<file path="src/rtl/wsg_pkg.sv">
// Shared WSG constants, the DAC byte layout and the PCM sample type.
// Used by the mixer, the optional IIR stage and the audio output stage.
package wsg_pkg;

    localparam int                    PHASE_BITS   = 7;
    localparam logic [3:0]            CAPTURE_NIB  = 4'hC;
    localparam logic [PHASE_BITS-1:0] LAST_CAPTURE = 7'h7C;
    localparam logic [PHASE_BITS-1:0] OUT_PHASE    = 7'h7D;
    localparam logic [7:0]            WAVE_BIAS    = 8'd8;

    typedef logic signed [15:0] sample_t;

    typedef struct packed {
        logic [3:0] vol;
        logic [3:0] wave;
    } dac_byte_t;

    // Products lie in -120..105, so eight bits hold them without loss.
    function automatic logic signed [7:0] slot_product(input dac_byte_t b);
        logic signed [7:0] s;
        logic signed [7:0] v;
        s = $signed({4'b0000, b.wave} - WAVE_BIAS);
        v = $signed({4'b0000, b.vol});
        return s * v;
    endfunction

endpackage

</file>
<file path="src/rtl/wsg_lpf.sv">
// One-pole IIR low-pass (y += (x - y) >>> 3) modelling the board RC filter.
// Latency: y_dat updates on the edge where upd_vld is high.
// Backpressure: none; one update per frame, no stall path.
import wsg_pkg::*;

module wsg_lpf (
    input  logic               pxclk,
    input  logic               RESET,
    input  logic               upd_vld,
    input  logic signed [15:0] x_dat,
    output logic signed [15:0] y_dat
);

    logic signed [16:0] diff;
    logic signed [16:0] step;
    sample_t            y_nxt;

    // 17-bit difference so full-scale steps cannot wrap before the shift.
    assign diff  = {x_dat[15], x_dat} - {y_dat[15], y_dat};
    assign step  = diff >>> 3;
    assign y_nxt = y_dat + 16'(step);

    always_ff @(posedge pxclk or posedge RESET) begin
        if (RESET) begin
            y_dat <= '0;
        end else if (upd_vld) begin
            y_dat <= y_nxt;
        end
    end

endmodule

</file>
<file path="src/rtl/wsg_mixer.sv">
// Mixes the 8 time-multiplexed WSG slots into one signed PCM sample per 128-clock frame; MIXER_LPF_EN adds the IIR stage.
// Latency: sample_out updates 1 cycle after slot 7 capture (113 after slot 0); sample_valid pulses for 1 cycle.
// Backpressure: none; free-running, the consumer must take every sample_valid pulse.
import wsg_pkg::*;

module wsg_mixer #(
    parameter int OUT_SHIFT = 5
) (
    input  logic               pxclk,
    input  logic               RESET,
    input  logic [7:0]         c99raw_in,
    input  logic               mute,
    output logic signed [15:0] sample_out,
    output logic               sample_valid,
    output logic [2:0]         frame_slot
);

    logic [PHASE_BITS-1:0] phase;
    dac_byte_t             dac_dat;
    logic                  capture;
    logic                  out_en;
    logic signed [7:0]     prod;
    logic signed [10:0]    prod_ext;
    logic signed [10:0]    acc;
    logic signed [10:0]    acc_sum;
    logic signed [10:0]    sum_r;
    sample_t               sum_ext;
    sample_t               x;

    assign dac_dat    = c99raw_in;
    assign capture    = (phase[3:0] == CAPTURE_NIB);
    assign out_en     = (phase == OUT_PHASE);
    assign frame_slot = phase[6:4];

    assign prod     = slot_product(dac_dat);
    assign prod_ext = {{3{prod[7]}}, prod};
    assign acc_sum  = acc + prod_ext;

    // Frame sum stays within -960..840, so 11 bits never overflow.
    assign sum_ext = {{5{sum_r[10]}}, sum_r};
    assign x       = mute ? '0 : (sum_ext <<< OUT_SHIFT);

    always_ff @(posedge pxclk or posedge RESET) begin
        if (RESET) begin
            phase        <= '0;
            acc          <= '0;
            sum_r        <= '0;
            sample_valid <= 1'b0;
        end else begin
            phase        <= phase + 7'd1;
            sample_valid <= out_en;
            // Slot 0 overwrites the accumulator, which restarts the frame.
            if (capture) begin
                acc <= (phase[6:4] == 3'd0) ? prod_ext : acc_sum;
            end
            if (phase == LAST_CAPTURE) begin
                sum_r <= acc_sum;
            end
        end
    end

`ifdef MIXER_LPF_EN
    wsg_lpf u_lpf (
        .pxclk   (pxclk),
        .RESET   (RESET),
        .upd_vld (out_en),
        .x_dat   (x),
        .y_dat   (sample_out)
    );
`else
    always_ff @(posedge pxclk or posedge RESET) begin
        if (RESET) begin
            sample_out <= '0;
        end else if (out_en) begin
            sample_out <= x;
        end
    end
`endif

endmodule

</file>
<file path="config.mk">
export PLATFORM = sky130hd
export DESIGN_NAME = wsg_mixer
export DESIGN_NICKNAME = d
export VERILOG_FILES = /design/src/rtl/wsg_pkg.sv /design/src/rtl/wsg_lpf.sv /design/src/rtl/wsg_mixer.sv
export SDC_FILE = /design/constraint.sdc
export NUM_CORES = 1
export LEC_CHECK = 0
export ABC_CLOCK_PERIOD_IN_PS = 6600
export CAP_MARGIN = 20
export CELL_PAD_IN_SITES_DETAIL_PLACEMENT = 1
export CELL_PAD_IN_SITES_GLOBAL_PLACEMENT = 1
export CORE_ASPECT_RATIO = 2
export CORE_MARGIN = 1
export CORE_UTILIZATION = 39
export CTS_CLUSTER_DIAMETER = 100
export DETAILED_ROUTE_END_ITERATION = 10
export PLACE_DENSITY = 0.7
export SLEW_MARGIN = 20
export SYNTH_ARGS = -nofsm -noshare
export SYNTH_HDL_FRONTEND = slang
export SYNTH_SLANG_ARGS = --single-unit
export TNS_END_PERCENT = 5
</file>
<file path="constraint.sdc">
create_clock -name pxclk -period 6.6 [get_ports pxclk]
set_clock_uncertainty 0.2 [all_clocks]
set_input_delay 1.32 -clock pxclk [delete_from_list [all_inputs] [get_ports pxclk]]
set_output_delay 1.32 -clock pxclk [all_outputs]
set_load 0.05 [all_outputs]
</file>
==> flow_metrics.tcl <==
set metrics [dict create \
    status "finished clean" \
    hold_class "reg -> reg" \
    crit_path_end "sum_r[10]$_DFFE_PP0N_" \
    async_flop_share 1.000 \
    synth_top_flop_cell "dfrtp_1" \
    worst_slew_pin_slew_ns 0.8290 \
    gp_congestion 0.7503 \
    r2r_slack_ns 3.88 \
    mostFrequentLayoutCells "dfrtp_1, nand2_1, ha_1" \
    cp_cell_sequence "clkdlybuf4s50_1 -> nand2b_1 -> inv_1 -> ha_1 -> fa_1 -> inv_1 -> fa_1 -> inv_1 -> ha_1 -> o21ai_0 -> o21bai_1 -> a21oi_1 -> xor2_2 -> inv_1 -> ha_1 -> a2111o_1 -> o22ai_2 -> o21a_1 -> xnor2_1 -> xnor2_1 -> mux2_4" \
    drtPass1Iterations 4 \
    clk_pin_slew_ns 0.06 \
    setup_violations 0 \
    synth_area_um2 2853 \
    grt_overflow 0 \
    rr_endpoint "sum_r[10]$_DFFE_PP0N_" \
    crit_start "c99raw_in[3]" \
    synth.distinct_cells 44 \
    grtUsageMet2 0.3539 \
    synth_area_leader_cell "dfrtp_1" \
    fill_cells 814 \
    grt_pass1_vias 2183 \
    grt_first_pass_wirelength_um 10040 \
    hold_viol 0 \
    fin_nets 357 \
    netlist_top_cells_area "dfrtp_1, ha_1, fa_1" \
    vias_per_cell 5.083 \
    antenna_found_initial 0 \
    crit_path_top_delay_cell "clkdlybuf4s50_1" \
    max_stage_delay_ns 0.54 \
    slew_violations 0 \
    cp_max_fo 5 \
    rows 43 \
    cp.arrival_ns 6.15 \
    worstPathRequired_ns 6.57 \
    ys_warn_count 0 \
    synthCells 287 \
    root_buffer "clkbuf_16" \
    slew_headroom 0.4443 \
    ant_nets 0 \
    clk_path_buf_depth 2 \
    io_pins 31 \
    grt-busiest-layer "met2" \
    core_area_um2 6994 \
    cts_setup_buffers 0 \
    crit_path_end_kind "flop" \
    peakVddDrop_v 0.0001194 \
    syn_avg_cell_area_um2 9.940 \
    rsz0062_at_grt "false" \
    diodes 0 \
    seq_area_frac_synth 0.3596 \
    die-width_um 62.48 \
    cts.sinks 41 \
    fin_crit_ns 6.184 \
    reg2reg_depth 9 \
    numPortBuffers 25 \
    htree_levels 2 \
    dp_hpwl_um 4792 \
    design_area_um2 3311 \
    post-route-period-util 0.9370 \
    grt_max_degree 42 \
    cts-buffers-inserted 5 \
    drc 0 \
    met3_usage 0.02306 \
    crit_type "in -> reg" \
    drt-initial-drc-count 68 \
    synthToLayoutAreaGrowth_pct 16.05 \
    tns_ns 0 \
    total_leakage_power_nw 1.591 \
    max_freq_mhz 161.7 \
    routed_wl_um 5876 \
    dpl_cell_area_um2 3158 \
    via_count 2033 \
    r2r_start "acc[0]$_DFFE_PP0N_" \
    startpoint_type "primary input" \
    clock_latency_ns 0.28 \
    p_per_area_nw_per_um2 344.9 \
    ys_ff_latch 41 \
    post_drt_wl_per_cell_um 14.69 \
    synth_edf_count 0 \
    cts_tree "done" \
    drive_gt1_frac 0.08065 \
    dieArea_um2 7681 \
    grt_usage 0.1709 \
    synth_top_area_share 0.3596 \
    crit_buf_inv 5 \
    maxCapViolCount 0 \
    path_common_cell "inv_1" \
    cpLargestDelayFamily "adder cells" \
    layout_commonest_cell "dfrtp_1" \
    die_h_um 123.0 \
    gr-usage-met1 0.1554 \
    initial_core_util 0.4079 \
    cp.depth 21 \
]
Yosys cell counts, drive strengths merged, types with 9 or more instances:
cell	instances
buf	9
a21oi	11
inv	24
dfrtp	41
nand2	36
mux2	10
xnor2	17
nand3b	12
fa	9
and2	13
ha	27
o21ai	15
where the power goes:
part | switching, mW | internal [mW]
combinational | 0.329 | 0.265
sequential | 0.0225 | 0.281
clock | 0.0961 | 0.148
final cells by class:
cell class                      instances  area, um2  area share
Multi-Input combinational cell        211       1670      0.5045
Sequential cell                        41       1026      0.3099
Timing Repair Buffer                   27      265.3     0.08012
Inverter                               24      90.09     0.02721
Tap cell                               90      112.6     0.03401
Clock buffer                            6      138.9     0.04195
Clock inverter                          1      7.507    0.002268
worst min-delay path: stages (launching register included):
cell and delay, ns:
dfrtp_1 0.34, nand2_1 0.05, nand2_1 0.05
worst min-delay path by stage:
stage	startpoint	to	cells after the start
after global routing	phase[3]$_DFF_PP0_	phase[3]$_DFF_PP0_	1
after global placement	sample_out[8]$_DFFE_PP0P_	sample_out[8]$_DFFE_PP0P_	2
after CTS	sample_out[5]$_DFFE_PP0P_	sample_out[5]$_DFFE_PP0P_	2
final	sample_out[5]$_DFFE_PP0P_	sample_out[5]$_DFFE_PP0P_	2
after floorplan	phase[3]$_DFF_PP0_	phase[3]$_DFF_PP0_	1
after detailed placement	sample_out[5]$_DFFE_PP0P_	sample_out[5]$_DFFE_PP0P_	2
through the flow:
step / cells / power (mW) / setup slack [ns] / utilization / hold WS (ns)
final: 400 / 1.142 / 0.4156 / 0.4733 / 0.2647
after global placement: 393 / 0.8700 / 0.1176 / 0.4515 / 0.2482
after detailed placement: 393 / 0.8951 / 0.03311 / 0.4515 / 0.2567
after global routing: 400 / 1.232 / 0.08711 / 0.4733 / 0.2781
after floorplan: 291 / 0.7569 / 0.7727 / - / 0.2393
after CTS: 400 / 1.149 / 0.3189 / 0.4725 / 0.2695
state kept, by name (all words and copies together), names as in the netlist:
| register | cells |
|---|---|
| acc | 11 |
| sample_out | 11 |
| sum_r | 11 |
| phase | 7 |
| sample_valid | 1 |
layer usage:
| metal | up-vias | wire length, um |
|---|---|---|
| met5 | - | 0 |
| met4 | 0 | 146 |
| met3 | 9 | 92 |
| met2 | 30 | 3634 |
| met1 | 999 | 2002 |
| li1 | 995 | - |
what timing repair did:
action | CTS | global route
hold buffers | 0 | 0
resized for setup | 0 | 1
endpoints found under the setup margin | 0 | 1
cell families (layout without fill, tap and decap cells):
family / count (synthesis) / after routing / synth area share
AND/OR/NAND/NOR: 86 / 86 / 0.1588
flip-flops: 41 / 41 / 0.3596
other: 1 / 5 / 0.001315
XOR/XNOR: 22 / 22 / 0.07281
AO/OA/AOI/OAI: 45 / 45 / 0.09825
buffers and inverters: 39 / 58 / 0.06228
adder cells (fa/ha/maj): 36 / 36 / 0.1816
multiplexers: 17 / 17 / 0.06535
(Power assumes the default switching activity.)
